--- src/rtl/cnn_pkg.sv ---
// cnn_pkg: shared state encoding and default widths for the CNN accelerator host-side blocks.
package cnn_pkg;
  typedef enum logic [2:0] {IDLE, ARM, LOAD, WAIT, DONE} feeder_state_e;
  localparam int DEF_DATA_WIDTH = 16;
  localparam int DEF_ADDR_WIDTH = 32;
  localparam int DEF_RES_WIDTH  = 8;
  localparam int DEF_IMG_PIXELS = 1024;
endpackage

--- src/rtl/cnn_image_feeder_wait_timer.sv ---
// feeder_wait_timer: loadable down-counter; tc is high while enabled and the count has run out.
module feeder_wait_timer #(
  parameter int COUNT = 200000
) (
  input  logic clk,
  input  logic rst,
  input  logic load,
  input  logic en,
  output logic tc
);
  localparam int W = $clog2(COUNT + 1);
  logic [W-1:0] wait_cnt;
  always_ff @(posedge clk or posedge rst)
    if (rst) wait_cnt <= '0;
    else if (load) wait_cnt <= W'(COUNT);
    else if (en && wait_cnt != '0) wait_cnt <= wait_cnt - W'(1);
  assign tc = en && (wait_cnt == '0);
endmodule

--- src/rtl/cnn_image_feeder.sv ---
// cnn_image_feeder: streams one image into the accelerator input buffer, then captures its result.
// Optional FEEDER_CHECKSUM_EN adds a running modulo sum of accepted pixels on port checksum.
module cnn_image_feeder
  import cnn_pkg::*;
#(
  parameter int DATA_WIDTH  = DEF_DATA_WIDTH,
  parameter int ADDR_WIDTH  = DEF_ADDR_WIDTH,
  parameter int IMG_PIXELS  = DEF_IMG_PIXELS,
  parameter int BASE_ADDR   = 0,
  parameter int RES_WIDTH   = DEF_RES_WIDTH,
  parameter int RESULT_WAIT = 200000
) (
  input  logic                  clk,
  input  logic                  rst,
  input  logic                  start,
  output logic                  busy,
  input  logic                  s_valid,
  input  logic [DATA_WIDTH-1:0] s_data,
  output logic                  s_ready,
  output logic [DATA_WIDTH-1:0] sys_din,
  output logic [ADDR_WIDTH-1:0] sys_wr_addr,
  output logic                  sys_we,
  output logic                  sys_en,
  input  logic [RES_WIDTH-1:0]  sys_res,
  output logic [RES_WIDTH-1:0]  result,
  output logic                  result_valid
`ifdef FEEDER_CHECKSUM_EN
  ,
  output logic [DATA_WIDTH-1:0] checksum
`endif
);
  localparam int CW = $clog2(IMG_PIXELS + 1);
  feeder_state_e state, state_d;
  logic [CW-1:0] pix_cnt, pix_cnt_d;
  logic [DATA_WIDTH-1:0] sys_din_d;
  logic [ADDR_WIDTH-1:0] sys_wr_addr_d;
  logic [RES_WIDTH-1:0] result_d;
  logic busy_d, s_ready_d, sys_we_d, sys_en_d, result_valid_d;
  logic hs, tmr_load, tmr_tc;
  assign hs = s_valid && s_ready;
  feeder_wait_timer #(.COUNT(RESULT_WAIT)) u_timer (
    .clk (clk),
    .rst (rst),
    .load(tmr_load),
    .en  (state == WAIT),
    .tc  (tmr_tc)
  );
  always_ff @(posedge clk or posedge rst)
    if (rst) begin
      state        <= IDLE;
      pix_cnt      <= '0;
      busy         <= 1'b0;
      s_ready      <= 1'b0;
      sys_din      <= '0;
      sys_wr_addr  <= '0;
      sys_we       <= 1'b0;
      sys_en       <= 1'b0;
      result       <= '0;
      result_valid <= 1'b0;
    end else begin
      state        <= state_d;
      pix_cnt      <= pix_cnt_d;
      busy         <= busy_d;
      s_ready      <= s_ready_d;
      sys_din      <= sys_din_d;
      sys_wr_addr  <= sys_wr_addr_d;
      sys_we       <= sys_we_d;
      sys_en       <= sys_en_d;
      result       <= result_d;
      result_valid <= result_valid_d;
    end
  // sys_we stays high across stalls: its falling edge is the accelerator's load-complete signal
  always_comb begin
    state_d        = state;
    pix_cnt_d      = pix_cnt;
    busy_d         = busy;
    s_ready_d      = s_ready;
    sys_din_d      = sys_din;
    sys_wr_addr_d  = sys_wr_addr;
    sys_we_d       = sys_we;
    sys_en_d       = sys_en;
    result_d       = result;
    result_valid_d = 1'b0;
    tmr_load       = 1'b0;
    case (state)
      IDLE:
        if (start) begin
          state_d   = ARM;
          busy_d    = 1'b1;
          sys_en_d  = 1'b1;
          pix_cnt_d = '0;
        end
      ARM: begin
        state_d   = LOAD;
        s_ready_d = 1'b1;
      end
      LOAD:
        if (hs) begin
          sys_we_d      = 1'b1;
          sys_din_d     = s_data;
          sys_wr_addr_d = ADDR_WIDTH'(BASE_ADDR) + ADDR_WIDTH'(pix_cnt);
          pix_cnt_d     = pix_cnt + CW'(1);
          if (pix_cnt == CW'(IMG_PIXELS - 1)) begin
            s_ready_d = 1'b0;
            state_d   = WAIT;
            tmr_load  = 1'b1;
          end
        end
      WAIT: begin
        sys_we_d = 1'b0;
        if (tmr_tc) begin
          result_d       = sys_res;
          result_valid_d = 1'b1;
          state_d        = DONE;
        end
      end
      DONE: begin
        sys_en_d = 1'b0;
        busy_d   = 1'b0;
        state_d  = IDLE;
      end
      default: state_d = IDLE;
    endcase
  end
`ifdef FEEDER_CHECKSUM_EN
  always_ff @(posedge clk or posedge rst)
    if (rst) checksum <= '0;
    else if (state == IDLE && start) checksum <= '0;
    else if (hs) checksum <= checksum + s_data;
`endif
endmodule

--- config.mk ---
export PLATFORM = sky130hd
export DESIGN_NAME = cnn_image_feeder
export DESIGN_NICKNAME = d
export VERILOG_FILES = /design/src/rtl/cnn_pkg.sv /design/src/rtl/cnn_image_feeder_wait_timer.sv /design/src/rtl/cnn_image_feeder.sv
export SDC_FILE = /design/constraint.sdc
export NUM_CORES = 1
export LEC_CHECK = 0
export CAP_MARGIN = 20
export CORE_ASPECT_RATIO = 1.1
export CORE_MARGIN = 2
export CORE_UTILIZATION = 37
export CTS_CLUSTER_DIAMETER = 80
export DETAILED_ROUTE_END_ITERATION = 8
export GPL_ROUTABILITY_DRIVEN = 0
export HOLD_SLACK_MARGIN = 0.08
export PLACE_DENSITY = 0.63
export SLEW_MARGIN = 25
export SYNTH_ARGS = -nofsm -noshare
export SYNTH_HDL_FRONTEND = slang
export SYNTH_SLANG_ARGS = --single-unit
--- constraint.sdc ---
create_clock -name clk -period 3.12 [get_ports clk]
set_input_delay 0.936 -clock clk [delete_from_list [all_inputs] [get_ports clk]]
set_output_delay 0.936 -clock clk [all_outputs]
set_load 0.03 [all_outputs]
Word-level counts from Yosys, hierarchy flattened
Index checks and enable logic that the tools add are counted.
- flip-flop bits (word level): 71
- bits in latches: 0
- RAM bits: 0
- ROM bits: 0
- input port bits: 28
- output and inout port bits: 61
- word-level logic and storage cells: 61
- memories kept: 0
- add/sub/neg operators: 2
- multipliers: 0
- divide/modulo/power cells: 0
- $lt $le $gt $ge: 0
- equal/unequal tests: 9
- shift-type cells: 0
- mux-type cells: 22
- bitwise operators: 0
- reductions and logical operators: 18
- operators with widths (operator ; count):
    $mux 18 ; 2
    $mux 11 ; 2
    $pmux 11 s2 ; 1
    $logic_not 18->1 ; 1
    $reduce_bool 18->1 ; 1
    $sub 18x1->18 const B ; 1
    $mux 3 ; 4
    $pmux 3 s4 ; 1
    $add 11x1->11 const B ; 1
    $eq 11x10->1 const B ; 1
    $reduce_bool 2->1 ; 5
    $mux 1 ; 9
    $ne 2x2->1 const B ; 4
    $reduce_and 2->1 ; 4
    $eq 3x2->1 const B ; 2
    $pmux 1 s2 ; 3
    $reduce_and 3->1 ; 2
    $reduce_and 4->1 ; 1
    $eq 3x1->1 const B ; 1
    $eq 3x3->1 const B ; 1
    $logic_and 1x1->1 ; 3
    $logic_not 3->1 ; 1

Longest topological paths before layout
Gate-level depths: netlist of run 1.
- depth after elaboration: 5
- depth in mapped cells: 7
- mapped depth without buffers: 6

Hierarchy
Synthesis of run 1 repeated with hierarchy kept, for this count alone.
- cells, all modules: 310
- area, all modules: 3438.3 µm²
- modules (own cells, without submodules) (module ; instances ; cells an instance ; area an instance (µm²) ; seq. area each (µm²)):
    cnn_image_feeder ; 1 ; 190 ; 2349.8 ; 1326.3
    feeder_wait_timer ; 1 ; 120 ; 1088.5 ; 450.4

Worst setup path before layout of run 1
No wires, ideal clock.
- path type: input port to flip-flop
- from: input start
- to: register pix_cnt[9]
- library setup time: 0.110 ns
- arrival: 2.023 ns
- data required time: 3.010 ns
- slack: 0.987 ns
- stages: 3
- buffers on the path: 0
- path through: nor4b_1 > a21oi_1 > o41ai_1
- word-level cells in the longest chain between the ends: 2
- ends and longest elaborated chain (element ; RTL line ; text):
    start, declared ; cnn_image_feeder.sv:15 ; input logic start,
    $ne 2x2->1 (no line) ; n/a ;
    $reduce_and 3->1 (no line) ; n/a ;
    end signal, assigned ; cnn_image_feeder.sv:62 ; pix_cnt <= pix_cnt_d;
    end, declared ; cnn_image_feeder.sv:34 ; logic [CW-1:0] pix_cnt, pix_cnt_d;
Every way passes these cells.
A chain may end at the register's enable or synchronous reset.

Final worst setup path of run 1
- from: input start
- to: register pix_cnt[7]
The elaborated chain is that of the path after synthesis.

==> impl_metrics.json, run 1 <==
{
  "fin_nets": 464,
  "drt_iter0_markers": 130,
  "syn_area_mm2": 0.003506,
  "clock-sinks": 71,
  "cts_hold_buf": 0,
  "synthFlopType": "dfrtp_1",
  "arrival_ps": 2740,
  "drc": 0,
  "boundaryPins": 89,
  "synth_top_cell_by_area": "dfrtp_1",
  "final_util_pct": 47.53,
  "powerDensity_mw_per_mm2": 500.5,
  "antenna_found_initial": 0,
  "cp-end-kind": "flop",
  "rsz0062_at_grt": "no",
  "avgViaCountPerCell": 5.104,
  "coreArea_mm2": 0.009305,
  "path_max_fanout": 7,
  "dieArea_mm2": 0.01027,
  "wire_per_inst_um": 14.51,
  "grt.total_usage_pct": 16.24,
  "hp-class": "flop to flop",
  "antenna_cells": 0,
  "die_height_um": 106.1,
  "synth_edf_count": 0,
  "dpl_worst_slack_ps": 293.3,
  "cp_data_required_time_ps": 3390,
  "setup_viol": 0,
  "synth_top_family_by_area": "simple AND/OR/NAND/NOR gates",
  "synth_most_common_cell": "nand2_1",
  "synth_xor_area_share_pct": 0.7495,
  "fmaxAchievable_mhz": 404.5,
  "cpLargestDelayFamily": "simple AND/OR/NAND/NOR gates",
  "grt-ovfl-total": 0,
  "fin_crit_ps": 2472,
  "wirelength_um": 8067,
  "outcome": "completed",
  "setup_slack_ps": 648.0,
  "dp_hpwl_um": 5650,
  "yosysSeqAreaShare_pct": 50.68,
  "drive_gt1_share_pct": 8.884,
  "final.setup.tns_ps": 0,
  "p_leak_nw": 1.966,
  "finalPower_mw": 2.214,
  "ir_drop_mv": 0.2411,
  "slew_headroom_pct": 58.81,
  "vias": 2838,
  "cts_tree": "done",
  "yosys_warnings": 0,
  "skew_ps": 10.51,
  "cts-root-buf": "clkbuf_8",
  "die_x_um": 96.81,
  "htreeDepth": 3,
  "numPortBuffers": 67,
  "grt_first_pass_wirelength_um": 13720,
  "synth-async-reset-ratio_pct": 100.0,
  "period_share_pct": 79.23,
  "rows": 37,
  "synth.area.mux_share_pct": 5.746,
  "synth-adder-area-share_pct": 0.7138,
  "synth_compound_area_share_pct": 10.56,
  "synthSimpleGateAreaFrac_pct": 24.05,
  "crit_path_max_incr_delay_ps": 590,
  "ys_types": 51,
  "worstMarginPinSlew_ps": 611.3,
  "whs_ps": 479.9,
  "synth_area_leaders": "dfrtp_1, nand2_1, buf_4, mux2_2, mux2i_1",
  "cts.repair.resized": 0,
  "netlist.area_leader.share_pct": 50.68,
  "clk-insertion-delay-late_ps": 350,
  "ant_nets": 0,
  "cts_setup_buffers": 0,
  "clkTransAtPathRegs_ps": 80,
  "grt_pass1_vias": 2914,
  "grt_max_degree": 48,
  "clockBufferDepth": 2,
  "slew_violations": 0,
  "slowest_stage": "or4b_1",
  "area_delta_synth_final_pct": 26.16,
  "avgSynthCellArea_um2": 9.553,
  "synth_common_cells": "nand2_1, dfrtp_1, buf_4, a21oi_1, o21ai_0",
  "first_pass_iters": 4,
  "synth_seq_cells": 71,
  "start_util_pct": 37.68,
  "critPathBufInv": 1,
  "worst_setup_path_start_kind": "primary input",
  "finalHoldViolCount": 0,
  "path_class": "primary input to flop",
  "maxCapViolCount": 0,
  "numCtsBuffers": 9,
  "syn_inst": 367,
  "cp_cell_sequence": "clkdlybuf4s50_1, or4b_1, o21ai_0, nand3_1, mux2i_1"
}
cells by family after synthesis:
kind of cell               count (synthesis)
xor gates and xnor gates                   3
buffers and inverters                     46
other                                      1
muxes                                     19
and+or+nand+nor                          167
adders and majority gates                  2
DFF                                       71
AOI/OAI and AO/OA                         58
layout make-up:
cell class | count | area, um^2
clock buffers | 12 | 165.2
clock inverters | 4 | 27.53
fillers | 895 | 4882
inverters | 9 | 33.78
multi-input cells | 270 | 1545
flip-flops and latches | 71 | 1777
well taps | 117 | 146.4
repair buffers | 73 | 728.2
worst min-delay path: stages (launching register included):
cell and delay (ps):
dfrtp_1 350, nand2_1 50, nand2_1 50
routing by layer:
layer	vias to the layer above	wire length (um)	GRT usage, %
met5	-	0	0
met4	0	106	6.237
met3	9	462	5.260
met2	74	3920	26.34
met1	1383	3577	20.24
li1	1372	-	-
report_power, final:
part | total [mW] | switching [mW] | leakage [nW] | internal, mW
clock | 0.719 | 0.363 | 0.103 | 0.356
sequential | 1.07 | 0.0695 | 0.831 | 0.997
combinational | 0.428 | 0.259 | 1.03 | 0.169
worst paths after layout:
kind                                 startpoint  slack (ps)                   to  cells after the start
max                                       start         650           pix_cnt[7]                      5
min                                  sys_din[5]         480           sys_din[5]                      2
max reg2reg                u_timer.wait_cnt[10]         740  u_timer.wait_cnt[6]                      4
min reg2reg                          sys_din[5]         480           sys_din[5]                      2
max in group asynchronous                   rst        1520           pix_cnt[1]                      3
min in group asynchronous                   rst         940               sys_we                      2
registers in the layout, summed over array words and instances, names as in the netlist:
| name | count |
|---|---|
| result_valid | 1 |
| sys_we | 1 |
| state | 3 |
| result | 8 |
| sys_en | 1 |
| sys_din | 16 |
| sys_wr_addr | 11 |
| s_ready | 1 |
| pix_cnt | 11 |
| u_timer.wait_cnt | 18 |
metrics by stage:
step                instances  cell area (um^2)
floorplan                 387              3581
detailed placement        540              4230
CTS                       556              4423
global route              556              4423
global placement          540              4230
finish                    556              4423
layout by cell type (no fill, tap or decap), types with 2 or more instances in the layout:
cell	n
mux2i_1	10
a21boi_0	2
xnor2_1	2
nor2_1	12
nand3_1	9
dfrtp_1	71
a21oi_1	19
nand4_1	5
o311ai_0	4
clkbuf_8	12
clkinv_2	2
and4_1	2
or4_1	8
mux2_2	9
or3_1	4
nand3b_1	3
a2111o_1	2
nand2b_1	4
inv_1	8
o31ai_1	9
nand2_1	91
conb_1	21
ha_1	2
buf_4	5
nor4_1	3
clkdlybuf4s50_1	67
or2_2	2
nor3_1	9
o21ai_0	15
and2_1	2
Note: power is estimated with default switching activity, not from simulation.
==> run 2, diff against run 1 <==
PLACE_DENSITY = 0.66   (was 0.63)
clock period = 2.27 ns   (was 3.12 ns; I/O delays follow)
==> impl_metrics.json, run 2 (synthesis results as in run 1) <==
{
  "start_util_pct": 37.68,
  "wire_per_inst_um": 13.66,
  "path_max_fanout": 4,
  "cp_cell_sequence": "clkdlybuf4s50_1",
  "cts_tree": "done",
  "grt.total_usage_pct": 16.01,
  "grt_first_pass_wirelength_um": 13790,
  "htreeDepth": 3,
  "worst_setup_path_start_kind": "flop",
  "ant_nets": 0,
  "slew_violations": 0,
  "path_class": "flop to primary output",
  "numCtsBuffers": 9,
  "drc": 0,
  "finalHoldViolCount": 0,
  "arrival_ps": 1400,
  "fmaxAchievable_mhz": 479.5,
  "avgViaCountPerCell": 5.049,
  "die_x_um": 96.81,
  "dp_cells": 557,
  "dp_hpwl_um": 5580,
  "dieArea_mm2": 0.01027,
  "clkTransAtPathRegs_ps": 80,
  "cp_data_required_time_ps": 1590,
  "rows": 37,
  "clockBufferDepth": 2,
  "fin_crit_ps": 2085,
  "cp-end-kind": "primary output",
  "powerDensity_mw_per_mm2": 673.6,
  "vias": 2893,
  "fin_nets": 481,
  "final_util_pct": 49.15,
  "setup_viol": 0,
  "drt_iter0_markers": 95,
  "grt_pass1_vias": 2923,
  "stdcell_count": 573,
  "critPathBufInv": 1,
  "grt-ovfl-total": 0,
  "dpl_worst_slack_ps": -93.48,
  "cts_hold_buf": 0,
  "boundaryPins": 89,
  "slowest_stage": "clkdlybuf4s50_1",
  "slew_headroom_pct": 58.30,
  "antenna_found_initial": 0,
  "layout_commonest_cell": "nand2_1",
  "period_share_pct": 91.87,
  "multi_input_area_mm2": 0.001545,
  "setup_slack_ps": 184.7,
  "wirelength_um": 7825,
  "seqCellArea_mm2": 0.001777,
  "outcome": "completed",
  "die_height_um": 106.1,
  "antenna_cells": 0,
  "drive_gt1_share_pct": 12.06,
  "worstMarginPinSlew_ps": 609.7,
  "grt_max_degree": 72,
  "largest_reg_flops": 18,
  "p_leak_nw": 2.040,
  "maxCapViolCount": 0,
  "cts-root-buf": "clkbuf_8",
  "area_delta_synth_final_pct": 30.44,
  "regMostFlops": "u_timer.wait_cnt",
  "largest_registers": "u_timer.wait_cnt x18, sys_din x16",
  "coreArea_mm2": 0.009305,
  "clock-sinks": 71,
  "mostFrequentLayoutCells": "nand2_1, dfrtp_1, clkdlybuf4s50_1, conb_1, buf_4",
  "first_pass_iters": 4,
  "cpLargestDelayFamily": "buffers and inverters",
  "skew_ps": 7.510,
  "cts.repair.resized": 0,
  "hp-class": "flop to flop",
  "rsz0062_at_grt": "no",
  "n_fill_cell": 844,
  "cts_setup_buffers": 0,
  "ir_drop_mv": 0.3913,
  "clk-insertion-delay-late_ps": 340,
  "numPortBuffers": 67,
  "crit_path_max_incr_delay_ps": 680
}
==> run 2: cell types whose count changed in the layout (fill, tap and decap cells not counted), sizes merged <==
cell	before	now
buf	6	23
clkinvlp	0	4
clkinv	3	1
inv	10	8
bufinv	0	1
clkbuf	12	11
==> run 2: layer usage <==
metal	track usage, %	up-vias	wire, um
met5	0	-	0
met4	4.728	0	51
met3	5.391	6	567
met2	25.50	80	3721
met1	20.85	1406	3485
li1	-	1401	-
==> run 2: path summary, 6_finish.rpt <==
path,from,end,slack (ps),depth (start not counted)
min,sys_din[7],sys_din[7],480,2
max reg2reg,u_timer.wait_cnt[15],u_timer.wait_cnt[3],190,5
min reg2reg,sys_din[7],sys_din[7],480,2
max in group asynchronous,rst,u_timer.wait_cnt[1],1170,3
max,s_ready,s_ready,180,1
min in group asynchronous,rst,u_timer.wait_cnt[13],780,3
==> run 2: through the flow <==
stage	hold slack (ps)	power [mW]	setup TNS, ps	cell area (um^2)
detailed placement	462.2	2.091	-307.3	4374
floorplan	462.3	1.846	0	3585
CTS	480.1	3.124	0	4573
finish	477.7	3.080	0	4573
global route	507.0	3.243	0	4573
global placement	457.6	2.083	-261.2	4374
==> run 2: final cells by class <==
class	instances	share of cell area [%]
well taps	117	3.201
multi-input cells	270	33.79
clock buffers	11	3.092
clock inverters	5	1.259
repair buffers	90	18.99
inverters	9	0.8208
flip-flops and latches	71	38.85
==> run 2: where the power goes <==
group	total, mW	internal [mW]	leakage [nW]	switching (mW)
Clock	1.02	0.536	0.0916	0.480
Combinational	0.602	0.241	1.12	0.360
Sequential	1.46	1.37	0.831	0.0919
==> run 3, diff against run 2 <==
CORE_MARGIN = 1.5   (was 2)
CORE_UTILIZATION = 35   (was 37)
PLACE_DENSITY = 0.6   (was 0.66)
clock period = 2.36 ns   (was 2.27 ns; I/O delays follow)
==> impl_metrics.json, run 3 (synthesis results as in run 1) <==
{
  "mostFrequentLayoutCells": "nand2_1, dfrtp_1, clkdlybuf4s50_1, conb_1, buf_4",
  "worst_setup_path_start_kind": "flop",
  "cpLargestDelayFamily": "buffers and inverters",
  "clockBufferDepth": 2,
  "area_delta_synth_final_pct": 32.66,
  "ir_drop_mv": 0.4681,
  "cp-end-kind": "primary output",
  "maxCapViolCount": 0,
  "fin_crit_ps": 2158,
  "worstMarginPinSlew_ps": 485.2,
  "slew_violations": 0,
  "ant_nets": 0,
  "finalPower_mw": 3.287,
  "antenna_cells": 0,
  "first_pass_iters": 4,
  "cp_data_required_time_ps": 1650,
  "outcome": "completed",
  "layout_commonest_cell": "nand2_1",
  "final_util_pct": 47.48,
  "grt_pass1_vias": 2834,
  "slew_headroom_pct": 66.82,
  "crit_cells": 1,
  "largest_registers": "u_timer.wait_cnt x18, sys_din x16",
  "boundaryPins": 89,
  "regMostFlops": "u_timer.wait_cnt",
  "hold_start": "sys_din[6]",
  "fmaxAchievable_mhz": 463.3,
  "cts-root-buf": "clkbuf_8",
  "reg2reg_depth": 5,
  "clock-sinks": 71,
  "dp_hpwl_um": 5824,
  "post_dp_cell_area_mm2": 0.004380,
  "cts_setup_buffers": 0,
  "arrival_ps": 1450,
  "avgViaCountPerCell": 5.007,
  "finalHoldViolCount": 0,
  "wire_per_inst_um": 13.98,
  "path_max_fanout": 4,
  "crit_path_max_incr_delay_ps": 700,
  "drt_iter0_markers": 102,
  "cts_hold_buf": 0,
  "p_leak_nw": 2.080,
  "largest_reg_flops": 18,
  "cts_tree": "done",
  "final.setup.tns_ps": 0,
  "grt.total_usage_pct": 15.80,
  "htreeDepth": 3,
  "numPortBuffers": 67,
  "skew_ps": 8.171,
  "rows": 38,
  "grt_first_pass_wirelength_um": 13500,
  "final_area_mm2": 0.004651,
  "wirelength_um": 8050,
  "critPathBufInv": 1,
  "powerDensity_mw_per_mm2": 706.8,
  "path_class": "flop to primary output",
  "period_share_pct": 91.46,
  "antenna_found_initial": 0,
  "coreArea_mm2": 0.009794,
  "clkTransAtPathRegs_ps": 80,
  "die_x_um": 98.43,
  "cp_cell_sequence": "clkdlybuf4s50_1",
  "numCtsBuffers": 9,
  "hold_depth": 2,
  "die_height_um": 108.0,
  "rsz0062_at_grt": "no",
  "clk-insertion-delay-late_ps": 340,
  "hp-class": "flop to flop",
  "drive_gt1_share_pct": 12.28,
  "setup_viol": 0,
  "r2r_start": "u_timer.wait_cnt[14]",
  "slowest_stage": "clkdlybuf4s50_1",
  "whs_ps": 480.3,
  "dieArea_mm2": 0.01063,
  "vias": 2884,
  "grt-ovfl-total": 0,
  "drc": 0,
  "cts.repair.resized": 0,
  "start_util_pct": 35.79,
  "fin_nets": 481,
  "grt_max_degree": 54,
  "cp-startpoint": "s_ready"
}
-- run 3: changes by cell type in the layout (fill, tap and decap cells not counted), sizes merged --
cell,change
bufinv,+3
clkinvlp,-3
-- run 3: through the flow --
stage	setup slack, ps	instances
2_1_floorplan	408.8	387
3_3_place_gp	10.25	560
3_5_place_dp	1.474	560
4_1_cts	153.8	576
5_1_grt	116.7	576
6_report	201.6	576
-- run 3: final timing paths --
check                           slack, ps                  end
worst min-delay path                  480           sys_din[6]
worst max register to register        240  u_timer.wait_cnt[3]
max in group asynchronous            1310       sys_wr_addr[0]
worst max-delay path                  200              s_ready
worst min register to register        480           sys_din[6]
min in group asynchronous             800  u_timer.wait_cnt[8]
-- run 3: worst reg2reg max path, cell delays in order (launching register included) --
cell     delay [ps]
dfrtp_1         430
or4_4           630
nor4b_4         370
buf_4           210
a21oi_1          90
mux2_2          290
-- run 3: area by class of cell --
cell class	count	area, um^2
timing repair buffer	90	868.3
multi-input combinational	270	1548
fill	952	5144
inverter	9	37.54
clock buffer	11	141.4
clock inverter	5	128.9
sequential	71	1777
tap	120	150.1
-- run 3: report_power, final --
part,switching [mW],internal (mW),total [mW]
Sequential,0.0897,1.32,1.41
Combinational,0.343,0.235,0.578
Clock,0.460,0.841,1.30
Total,0.893,2.39,3.29
-- run 3: routing by layer --
metal | up-vias | part of all wire [%] | global-route usage [%] | wire [um]
met5 | - | 0 | 0 | 0
met4 | 0 | 1.5 | 6.439 | 123
li1 | 1409 | - | - | -
met3 | 13 | 4.5 | 2.909 | 365
met2 | 83 | 51 | 27.64 | 4105
met1 | 1379 | 43 | 19.26 | 3456
